### src/rtl/if_fetch_pkg.sv
// Shared types and constants for the instruction-fetch controller.
package if_fetch_pkg;

    typedef enum logic [1:0] {
        S_FETCH,
        S_WAIT,
        S_HOLD,
        S_DROP
    } fetch_state_t;

    localparam logic [31:0] NOP_INSTR_DEFAULT = 32'h0000_0013;

    // IF/ID register view at the default 32-bit PC width.
    typedef struct packed {
        logic        valid;
        logic [31:0] pc;
        logic [31:0] instr;
    } if_id_t;

endpackage

### src/rtl/if_hold_buf.sv
// One-entry capture/release buffer for a response that arrives while decode is stalled.
module if_hold_buf #(
    parameter int unsigned XLEN = 32
) (
    input  logic            clk,
    input  logic            reset,
    input  logic            load,
    input  logic            clear,
    input  logic [XLEN-1:0] pc_in,
    input  logic [31:0]     instr_in,
    output logic            full,
    output logic [XLEN-1:0] pc_out,
    output logic [31:0]     instr_out
);

    always_ff @(posedge clk) begin
        if (reset) begin
            full      <= 1'b0;
            pc_out    <= '0;
            instr_out <= '0;
        end else if (load) begin
            full      <= 1'b1;
            pc_out    <= pc_in;
            instr_out <= instr_in;
        end else if (clear) begin
            full      <= 1'b0;
        end
    end

endmodule

### src/rtl/if_fetch_ctrl.sv
// Fetch stage: PC register, single-outstanding imem handshake and IF/ID register.
// Optional IFETCH_PERF_CNT_EN adds fetched/dropped instruction counters.
module if_fetch_ctrl
    import if_fetch_pkg::*;
#(
    parameter int unsigned XLEN      = 32,
    parameter logic [XLEN-1:0] RESET_PC  = '0,
    parameter logic [31:0]     NOP_INSTR = NOP_INSTR_DEFAULT
) (
    input  logic            clk,
    input  logic            reset,
    input  logic            stall_pc,
    input  logic            stall_if_id,
    input  logic            flush_if_id,
    input  logic            branch_taken_ex,
    input  logic [XLEN-1:0] branch_target_ex,
    output logic            imem_req,
    output logic [XLEN-1:0] imem_addr,
    input  logic            imem_ready,
    input  logic            imem_rvalid,
    input  logic [31:0]     imem_rdata,
`ifdef IFETCH_PERF_CNT_EN
    output logic [31:0]     perf_fetched,
    output logic [31:0]     perf_dropped,
`endif
    output logic            if_id_valid,
    output logic [XLEN-1:0] if_id_pc,
    output logic [31:0]     if_id_instr
);

    fetch_state_t    state_q, state_d;
    logic [XLEN-1:0] pc_q, pc_d, pc_inc, target;
    logic            accept, load_new, buf_load, buf_clear, buf_full, drop;
    logic [XLEN-1:0] new_pc, buf_pc;
    logic [31:0]     new_instr, buf_instr;

    assign target    = {branch_target_ex[XLEN-1:2], 2'b00};
    assign pc_inc    = pc_q + XLEN'(4);
    assign imem_req  = (state_q == S_FETCH) && !stall_pc && !branch_taken_ex && !reset;
    assign imem_addr = pc_q;
    assign accept    = imem_req && imem_ready;

    if_hold_buf #(.XLEN(XLEN)) u_hold_buf (
        .clk       (clk),
        .reset     (reset),
        .load      (buf_load),
        .clear     (buf_clear),
        .pc_in     (pc_q),
        .instr_in  (imem_rdata),
        .full      (buf_full),
        .pc_out    (buf_pc),
        .instr_out (buf_instr)
    );

    always_comb begin
        state_d   = state_q;
        pc_d      = pc_q;
        load_new  = 1'b0;
        new_pc    = pc_q;
        new_instr = imem_rdata;
        buf_load  = 1'b0;
        buf_clear = 1'b0;
        drop      = 1'b0;
        unique case (state_q)
            S_FETCH: begin
                if (branch_taken_ex) begin
                    pc_d = target;
                end else if (accept) begin
                    state_d = S_WAIT;
                end
            end
            S_WAIT: begin
                if (branch_taken_ex) begin
                    pc_d = target;
                    if (imem_rvalid) begin
                        drop    = 1'b1;
                        state_d = S_FETCH;
                    end else begin
                        state_d = S_DROP;
                    end
                end else if (imem_rvalid) begin
                    if (stall_if_id) begin
                        buf_load = 1'b1;
                        state_d  = S_HOLD;
                    end else begin
                        load_new = 1'b1;
                        pc_d     = pc_inc;
                        state_d  = S_FETCH;
                    end
                end
            end
            S_HOLD: begin
                if (branch_taken_ex) begin
                    buf_clear = 1'b1;
                    drop      = 1'b1;
                    pc_d      = target;
                    state_d   = S_FETCH;
                end else if (!stall_if_id && buf_full) begin
                    load_new  = 1'b1;
                    new_pc    = buf_pc;
                    new_instr = buf_instr;
                    buf_clear = 1'b1;
                    pc_d      = pc_inc;
                    state_d   = S_FETCH;
                end
            end
            S_DROP: begin
                if (branch_taken_ex) begin
                    pc_d = target;
                end
                if (imem_rvalid) begin
                    drop    = 1'b1;
                    state_d = S_FETCH;
                end
            end
            default: state_d = S_FETCH;
        endcase
    end

    always_ff @(posedge clk) begin
        if (reset) begin
            state_q <= S_FETCH;
            pc_q    <= RESET_PC;
        end else begin
            state_q <= state_d;
            pc_q    <= pc_d;
        end
    end

    // A redirect or flush wins over the load; the fetched word is then lost.
    always_ff @(posedge clk) begin
        if (reset) begin
            if_id_valid <= 1'b0;
            if_id_pc    <= '0;
            if_id_instr <= NOP_INSTR;
        end else if (branch_taken_ex || flush_if_id) begin
            if_id_valid <= 1'b0;
            if_id_instr <= NOP_INSTR;
        end else if (stall_if_id) begin
            if_id_valid <= if_id_valid;
        end else if (load_new) begin
            if_id_valid <= 1'b1;
            if_id_pc    <= new_pc;
            if_id_instr <= new_instr;
        end else begin
            if_id_valid <= 1'b0;
            if_id_instr <= NOP_INSTR;
        end
    end

`ifdef IFETCH_PERF_CNT_EN
    always_ff @(posedge clk) begin
        if (reset) begin
            perf_fetched <= '0;
            perf_dropped <= '0;
        end else begin
            if (load_new && !flush_if_id) perf_fetched <= perf_fetched + 32'd1;
            if (drop)                     perf_dropped <= perf_dropped + 32'd1;
        end
    end
`endif

endmodule

### config.mk
export PLATFORM = sky130hd
export DESIGN_NAME = if_fetch_ctrl
export DESIGN_NICKNAME = d
export VERILOG_FILES = /design/src/rtl/if_fetch_pkg.sv /design/src/rtl/if_hold_buf.sv /design/src/rtl/if_fetch_ctrl.sv
export SDC_FILE = /design/constraint.sdc
export NUM_CORES = 1
export LEC_CHECK = 0
export CELL_PAD_IN_SITES_DETAIL_PLACEMENT = 1
export CELL_PAD_IN_SITES_GLOBAL_PLACEMENT = 1
export CORE_ASPECT_RATIO = 0.75
export CORE_MARGIN = 4
export CORE_UTILIZATION = 25
export DETAILED_ROUTE_END_ITERATION = 6
export PLACE_DENSITY_LB_ADDON = 0.1
export SKIP_LAST_GASP = 1
export SLEW_MARGIN = 10
export SYNTH_ARGS = -nofsm -noshare
export SYNTH_HDL_FRONTEND = slang
export SYNTH_SLANG_ARGS = --single-unit
### constraint.sdc
create_clock -name clk -period 2.35 [get_ports clk]
set_clock_uncertainty 0.15 [all_clocks]
set_input_delay 0.705 -clock clk [delete_from_list [all_inputs] [get_ports clk]]
set_output_delay 0.705 -clock clk [all_outputs]
set_load 0.02 [all_outputs]
==> impl_metrics.env, run 1 <==
export IMPL_synth_avg_cell_area_sq_um=8.03
export IMPL_syn_to_final_growth_pct=47.7
export IMPL_maxSlewHeadroom=0.570
export IMPL_num_rows=53
export IMPL_diodes=0
export IMPL_power_density_nw_per_um2=705
export IMPL_cts_num_sinks=158
export IMPL_path_cells="clkdlybuf4s50_1"
export IMPL_grt_pass1_vias=7388
export IMPL_regArea_sq_um=3160
export IMPL_fin_crit_sh=0.972
export IMPL_status="finished clean"
export IMPL_fp_dieH_um=155
export IMPL_ys_seq_elements=158
export IMPL_fillers=3343
export IMPL_critPathTopFamily="buffers and inverters"
export IMPL_crit_start="imem_addr[27]"
export IMPL_synth_warnings=0
export IMPL_synth_top_cell_by_area="dfxtp_1"
export IMPL_num_nets_final=1176
export IMPL_dp_cells=1456
export IMPL_stdcell_count=1497
export IMPL_dpl_hpwl_um=18700
export IMPL_tritoncts="built"
export IMPL_portBuffers=163
export IMPL_synth_cells=891
export IMPL_initial_core_util=0.255
export IMPL_postCtsHoldBufs=0
export IMPL_synth_edf_count=0
export IMPL_synth_flop_cell="dfxtp_1"
export IMPL_final_layout_size_suffix_gt1_frac=0.148
export IMPL_cts_buffers=17
export IMPL_crit_required_ns=1.49
export IMPL_multiInputGateArea_sq_um=3720
export IMPL_wirelength_um=28600
export IMPL_max_freq_ghz=0.438
export IMPL_p_leak_uw=0.00397
export IMPL_stdcell_area_sq_um=10600
export IMPL_rr_startpoint="state_q[0]"
export IMPL_critPathKind="reg -> out"
export IMPL_cp_slowest_cell="clkdlybuf4s50_1"
export IMPL_synth_cell_area_sq_um=7160
export IMPL_antenna_found_initial=0
export IMPL_cts_buffer_depth=2
export IMPL_netlist_top_cells_count="nand2_1, dfxtp_1, a21oi_1"
export IMPL_max_stage_delay_ns=0.63
export IMPL_timing_hold_worst_start="u_hold_buf.instr_out[5]"
export IMPL_ant_nets=0
export IMPL_ir_drop_uv=475
export IMPL_grt_pass1_wl_um=43700
export IMPL_io_pins=170
export IMPL_worst_path_buf_inv=1
export IMPL_grt_start_max_net_pins=56
export IMPL_arrival_ns=1.43
export IMPL_cap_violations=0
export IMPL_root_buffer="clkbuf_16"
export IMPL_avgRoutedWirePerCell_um=19.1
export IMPL_hold_viol=0
export IMPL_placed_cell_area_sq_um=9800
export IMPL_period_needed_ns=2.29
export IMPL_power_uw=7460
export IMPL_grt_overflow_total=0
export IMPL_clock_latency_ns=0.43
export IMPL_path_max_fanout=2
export IMPL_async_flop_share=0
export IMPL_drc=0
export IMPL_viasPerCell=4.80
export IMPL_synth_most_common_cell="nand2_1"
export IMPL_worstSetupStartpointType="flop"
export IMPL_htreeDepth=4
export IMPL_finalMaxSlewViolations=0
export IMPL_whs_ns=0.304
export IMPL_core_sq_um=28100
export IMPL_die_width_um=203
export IMPL_drt_iter0_drc=236
export IMPL_tightest_slew_ns=0.645
export IMPL_critPathCaptureType="output port"
export IMPL_yosys_area_top_type_share=0.442
export IMPL_ys_top_cells_by_area="dfxtp_1, nand2_1, a21oi_1, nor2_1, a311oi_1"
export IMPL_ys_seq_area_frac=0.442
export IMPL_synth_cell_types=62
export IMPL_rsz0062_at_grt="yes"
export IMPL_hp_class="reg -> reg"
export IMPL_path_clk_slew_ns=0.06
export IMPL_grt_use_total=0.175
export IMPL_dr_pass1_iters=4
export IMPL_setup_viol=0
export IMPL_routabilityCongestion=0.768
export IMPL_vias=7191
export IMPL_die_area_sq_um=31400
worst register-to-register path: cells and delay by family (launching register included):
kind	cells	cell delay, ns
adders and majority gates	1	0.17
buffers and inverters	4	0.61
DFF	1	0.34
and+or+nand+nor	2	0.21
AOI/OAI and AO/OA	2	0.64
report_power, final:
group	switching (uW)	leakage [uW]	internal (uW)
logic	929	0.00242	766
clock network	1200	0.000274	1650
registers	115	0.00128	2800
per-layer routing:
metal	routed length [um]	up-vias	track usage	part of all wire
li1	-	3540	-	-
met1	14700	3494	0.256	0.52
met2	12500	145	0.268	0.44
met3	1180	12	0.0342	0.041
met4	195	0	0.0388	0.0068
met5	0	-	0	0
layout by cell type, fill, tap and decap left out, drive strengths merged, types with 7 or more instances in the layout:
cell and n:
mux2i 30, nand2b 8, nor2 87, buf 101
nor3 8, clkbuf 27, dlygate4sd2 25, inv 9
and3 8, a311oi 36, a2bb2oi 29, a21oi 92
o21ai 12, clkdlybuf4s50 132, dfxtp 158, nand2 212
a31oi 7, nand3 16
per-stage QoR:
stage / TNS [ns] / util / setup slack [ns]
floorplan: 0 / - / 0.00797
global placement: -71.68 / 0.349 / -0.727
detailed placement: -77.36 / 0.349 / -0.804
CTS: -0.139 / 0.370 / -0.139
global route: -0.0226 / 0.376 / -0.0163
finish: 0 / 0.376 / 0.0649
sequential cells by signal (all words and copies together) (netlist names):
name,flops
u_hold_buf.pc_out,30
if_id_instr,32
u_hold_buf.full,1
imem_addr,30
u_hold_buf.instr_out,32
if_id_pc,30
state_q,2
if_id_valid,1
final timing paths:
| check | to | slack, ns | depth (start not counted) |
|---|---|---|---|
| worst min-delay path | u_hold_buf.instr_out[5] | 0.30 | 2 |
| worst max register to register | if_id_pc[20] | 0.14 | 9 |
| worst max-delay path | imem_addr[27] | 0.06 | 1 |
| worst min register to register | u_hold_buf.instr_out[5] | 0.30 | 2 |
layout make-up:
class | instances | share of cell area
clock buffers | 22 | 0.0449
well taps | 385 | 0.0456
repair buffers | 265 | 0.244
clock inverters | 10 | 0.0107
flip-flops and latches | 158 | 0.299
multi-input cells | 648 | 0.352
inverters | 9 | 0.00320
cells by family (layout without fill, tap and decap cells):
logic type | after synthesis | in the layout | synth area share
AOI/OAI and AO/OA | 223 | 223 | 0.214
xor gates and xnor gates | 2 | 2 | 0.00245
adders and majority gates | 5 | 5 | 0.00874
buffers and inverters | 88 | 306 | 0.0517
DFF | 158 | 158 | 0.442
muxes | 34 | 34 | 0.0483
other | 1 | 4 | 0.000524
and+or+nand+nor | 380 | 380 | 0.232
what timing repair did:
action,4_1_cts,5_1_grt
endpoints found under the setup margin,118,58
buffers inserted,1,3
cloned,1,4
resized for setup,33,21
pin swaps,1,6
No activity file was read; power rests on OpenSTA's default activity.
==> inputs of run 2 (changes only) <==
==> constraint.sdc (replaced) <==
create_clock -name clk -period 2.6 [get_ports clk]
set_clock_uncertainty 0.15 [all_clocks]
set_input_delay 0.65 -clock clk [delete_from_list [all_inputs] [get_ports clk]]
set_output_delay 0.65 -clock clk [all_outputs]
set_load 0.02 [all_outputs]
==> run 2 against run 1 <==
  * Clock power shrank 7.7%
  * Worst setup slack better by 0.045 ns
  * Utilization is 1.2 points lower
  * Die area did not move
  * Largest cell class unchanged
==> impl_metrics.env, run 2 (same netlist as run 1, synthesis figures left out) <==
export IMPL_status="finished clean"
export IMPL_vias=6969
export IMPL_antenna_found_initial=0
export IMPL_period_needed_ns=2.49
export IMPL_tritoncts="built"
export IMPL_die_width_um=203
export IMPL_postCtsHoldBufs=0
export IMPL_whs_ns=0.305
export IMPL_grt_pass1_wl_um=41700
export IMPL_grt_overflow_total=0
export IMPL_crit_top_cell="buf_4"
export IMPL_portBuffers=163
export IMPL_dpl_hpwl_um=18100
export IMPL_fillers=3300
export IMPL_fin_setup_tns_ns=0
export IMPL_max_stage_delay_ns=0.48
export IMPL_p_leak_uw=0.00365
export IMPL_clock_latency_ns=0.43
export IMPL_cp_slowest_cell="or3b_2"
export IMPL_dr_pass1_iters=4
export IMPL_drc=0
export IMPL_htreeDepth=4
export IMPL_cap_violations=0
export IMPL_avgRoutedWirePerCell_um=18.5
export IMPL_num_rows=53
export IMPL_crit_required_ns=2.71
export IMPL_placed_cell_area_sq_um=9600
export IMPL_fp_dieH_um=155
export IMPL_num_nets_final=1140
export IMPL_path_max_fanout=10
export IMPL_io_pins=170
export IMPL_fin_util=0.364
export IMPL_critPathCaptureType="flop"
export IMPL_path_cells="clkdlybuf4s50_1 > buf_4 > or3b_2 > o31ai_2 > nor2_1 > buf_4 > a311oi_1 > a2111oi_0"
export IMPL_wirelength_um=27100
export IMPL_tightest_slew_ns=0.705
export IMPL_routabilityCongestion=0.770
export IMPL_viasPerCell=4.77
export IMPL_layout_common_cells="nand2_1, clkdlybuf4s50_1, dfxtp_1"
export IMPL_cts_buffer_depth=2
export IMPL_rsz0062_at_grt="no"
export IMPL_ant_nets=0
export IMPL_ir_drop_uv=455
export IMPL_grt_pass1_vias=6977
export IMPL_maxSlewHeadroom=0.530
export IMPL_grt_use_total=0.168
export IMPL_preCtsSetupSlack_ns=-0.480
export IMPL_max_freq_ghz=0.402
export IMPL_finalMaxSlewViolations=0
export IMPL_setup_viol=0
export IMPL_worstSetupStartpointType="input pin"
export IMPL_final_layout_size_suffix_gt1_frac=0.109
export IMPL_grt_start_max_net_pins=130
export IMPL_initial_core_util=0.255
export IMPL_fin_crit_sh=0.958
export IMPL_cts_buffers=17
export IMPL_root_buffer="clkbuf_16"
export IMPL_stdcell_area_sq_um=10200
export IMPL_power_density_nw_per_um2=658
export IMPL_final_common_cell="nand2_1"
export IMPL_cts_num_sinks=158
export IMPL_arrival_ns=2.60
export IMPL_syn_to_final_growth_pct=42.9
export IMPL_core_sq_um=28100
export IMPL_hp_class="reg -> reg"
export IMPL_top_regs="if_id_instr x32, u_hold_buf.instr_out x32"
export IMPL_path_clk_slew_ns=0.07
export IMPL_hold_viol=0
export IMPL_setup_ws_ns=0.110
export IMPL_drt_iter0_drc=264
export IMPL_critPathKind="in -> reg"
export IMPL_die_area_sq_um=31400
-- run 2: layout make-up --
| class | count | area [sq um] | share of cell area |
|---|---|---|---|
| multi-input cells | 648 | 3660 | 0.358 |
| inverters | 9 | 33.8 | 0.00330 |
| repair buffers | 229 | 2290 | 0.224 |
| well taps | 385 | 482 | 0.0471 |
| clock buffers | 22 | 454 | 0.0444 |
| clock inverters | 10 | 139 | 0.0136 |
| diodes | 1 | 2.50 | 0.000245 |
| flip-flops and latches | 158 | 3160 | 0.309 |
-- run 2: worst paths after layout --
check | start | end | slack, ns | cells past startpoint
setup / recovery | branch_taken_ex | imem_addr[23] | 0.11 | 8
hold / removal | u_hold_buf.pc_out[31] | u_hold_buf.pc_out[31] | 0.31 | 2
setup reg to reg | state_q[1] | imem_addr[23] | 0.20 | 9
hold reg to reg | u_hold_buf.pc_out[31] | u_hold_buf.pc_out[31] | 0.31 | 2
-- run 2: where the power goes --
part | internal [uW] | total (uW) | switching, uW
combinational | 657 | 1440 | 784
sequential | 2530 | 2660 | 127
clock | 1540 | 2620 | 1090
-- run 2: through the flow --
stage | std cells | power [uW]
after CTS | 1459 | 6850
after floorplan | 894 | 3420
final | 1462 | 6720
after detailed placement | 1427 | 4160
after global routing | 1461 | 7090
after global placement | 1427 | 4160
-- run 2: layer usage --
layer | vias to the layer above | wire, um | GRT usage
met4 | 0 | 303 | 0.0388
li1 | 3466 | - | -
met2 | 116 | 11800 | 0.252
met5 | - | 0 | 0
met1 | 3373 | 13700 | 0.246
met3 | 14 | 1220 | 0.0384
-- run 2: worst max-delay path, delay by kind of cell --
kind,cells,cell delay [ns]
AND/OR/NAND/NOR,2,0.61
AO/OA/AOI/OAI,3,0.52
buffers and inverters,3,0.82
-- run 2: what timing repair did --
action / CTS / global route
setup endpoints to repair: 3 / 23
gates cloned: 0 / 1
pin swaps: 0 / 1
buffers inserted: 0 / 1
gates resized for setup: 2 / 6
==> inputs of run 3 (changes only) <==
- CORE_ASPECT_RATIO: 0.75 -> default
==> run 3 against run 2 <==
  * Combinational power increased by 4%
  * Utilization increased by 0.20 points
  * Maximum frequency increased by 0.47%
  * Via count increased by 0.82%
  * Worst setup slack improved by 0.012 ns
  * Largest cell class unchanged
  * Largest power group unchanged
  * Highest routed layer unchanged
==> impl_metrics.env, run 3 (same netlist as run 1, synthesis figures left out) <==
export IMPL_status="finished clean"
export IMPL_dr_pass1_iters=4
export IMPL_cap_violations=0
export IMPL_worst_path_buf_inv=2
export IMPL_tightest_slew_ns=0.667
export IMPL_tritoncts="built"
export IMPL_stdcell_count=1466
export IMPL_cell_internal_pwr_uw=4500
export IMPL_core_sq_um=28000
export IMPL_whs_ns=0.305
export IMPL_switching_share=0.318
export IMPL_diodes=0
export IMPL_preCtsSetupSlack_ns=-0.488
export IMPL_cp_slowest_cell="clkdlybuf4s50_1"
export IMPL_rsz0062_at_grt="no"
export IMPL_maxSlewHeadroom=0.556
export IMPL_critPathKind="reg -> out"
export IMPL_setup_ws_ns=0.122
export IMPL_ant_nets=0
export IMPL_path_cells="buf_4 > clkdlybuf4s50_1"
export IMPL_crit_required_ns=1.80
export IMPL_root_buffer="clkbuf_16"
export IMPL_clkPwrFrac=0.372
export IMPL_grt_overflow_total=0
export IMPL_stdcell_area_sq_um=10200
export IMPL_routabilityCongestion=0.739
export IMPL_top_regs="if_id_instr x32, u_hold_buf.instr_out x32"
export IMPL_r2r_setup_slack_ns=0.27
export IMPL_htreeDepth=4
export IMPL_power_uw=6600
export IMPL_wirelength_um=26300
export IMPL_syn_to_final_growth_pct=43.1
export IMPL_critPathCaptureType="output port"
export IMPL_setup_viol=0
export IMPL_finalMaxSlewViolations=0
export IMPL_fillers=3291
export IMPL_final_layout_size_suffix_gt1_frac=0.120
export IMPL_power_switching_uw=2100
export IMPL_postCtsHoldBufs=0
export IMPL_path_max_fanout=6
export IMPL_fp_dieH_um=177
export IMPL_avgRoutedWirePerCell_um=17.9
export IMPL_p_comb_frac=0.228
export IMPL_initial_core_util=0.256
export IMPL_drt_iter0_drc=320
export IMPL_grt_pass1_wl_um=41900
export IMPL_fin_crit_sh=0.953
export IMPL_dp_cells=1434
export IMPL_grt_pass1_vias=7402
export IMPL_grt_use_total=0.168
export IMPL_ir_drop_uv=471
export IMPL_critPathTopFamily="buffers and inverters"
export IMPL_arrival_ns=1.68
export IMPL_placed_cell_area_sq_um=9680
export IMPL_hp_class="reg -> reg"
export IMPL_pwr_share_seq=0.400
export IMPL_p_leak_uw=0.00369
export IMPL_cts_buffer_depth=2
export IMPL_antenna_found_initial=0
export IMPL_max_freq_ghz=0.403
export IMPL_drc=0
export IMPL_grt_start_max_net_pins=130
export IMPL_die_width_um=177
export IMPL_max_stage_delay_ns=0.60
export IMPL_num_rows=61
export IMPL_cts_buffers=17
export IMPL_postCtsSetupRepairBufs=0
export IMPL_power_density_nw_per_um2=645
export IMPL_hold_viol=0
export IMPL_portBuffers=163
export IMPL_viasPerCell=4.79
export IMPL_path_clk_slew_ns=0.07
export IMPL_clock_latency_ns=0.42
export IMPL_die_area_sq_um=31400
export IMPL_final_common_cell="nand2_1"
export IMPL_layout_common_cells="nand2_1, clkdlybuf4s50_1, dfxtp_1"
export IMPL_period_needed_ns=2.48
export IMPL_vias=7026
export IMPL_num_nets_final=1152
export IMPL_dpl_hpwl_um=18100
export IMPL_cts_num_sinks=158
export IMPL_io_pins=170
export IMPL_worstSetupStartpointType="flop"
==> run 3: routing by layer <==
metal  vias up  track usage  share of wire
met5         -            0              0
met4         0       0.0303         0.0076
met3        10       0.0340          0.035
met2       102        0.295           0.49
met1      3426        0.217           0.46
li1       3488            -              -
==> run 3: what timing repair did <==
item	4_1_cts	5_1_grt
resized for setup	3	1
endpoints found under the setup margin	4	1
endpoints found under the hold margin	0	0
cloned	0	0
==> run 3: final timing paths <==
| path | start | to | depth (start not counted) |
|---|---|---|---|
| min | u_hold_buf.instr_out[21] | u_hold_buf.instr_out[21] | 2 |
| min reg2reg | u_hold_buf.instr_out[21] | u_hold_buf.instr_out[21] | 2 |
| max | imem_addr[15] | imem_addr[15] | 2 |
| max reg2reg | state_q[1] | imem_addr[19] | 8 |
==> run 3: metrics by stage <==
| stage | utilization | TNS [ns] |
|---|---|---|
| after floorplan | - | 0 |
| after global placement | 0.346 | -30.74 |
| after detailed placement | 0.346 | -32.85 |
| after CTS | 0.366 | 0 |
| after global routing | 0.366 | 0 |
| final | 0.366 | 0 |
==> run 3: layout make-up <==
type                            instances  area, sq um  area share
Clock buffer                           17          425      0.0415
Multi-Input combinational cell        648         3660       0.357
Inverter                                9         33.8     0.00330
Tap cell                              378          473      0.0462
Timing Repair Buffer                  241         2350       0.229
Sequential cell                       158         3160       0.309
Clock inverter                         15          146      0.0143
==> run 3: worst min-delay path, delay by kind of cell, from the launching register on <==
kind	cells	cell delay, ns
DFF	1	0.31
AOI/OAI and AO/OA	1	0.05
and+or+nand+nor	1	0.05
==> run 3: power groups by stage <==
stage                     Sequential (uW)  Combinational [uW]  Clock [uW]
final                                2640                1500        2460
after CTS                            2640                1530        2550
after global routing                 2660                1650        2650
after floorplan                      2790                 629           0
after detailed placement             2700                1520           0
after global placement               2700                1510           0
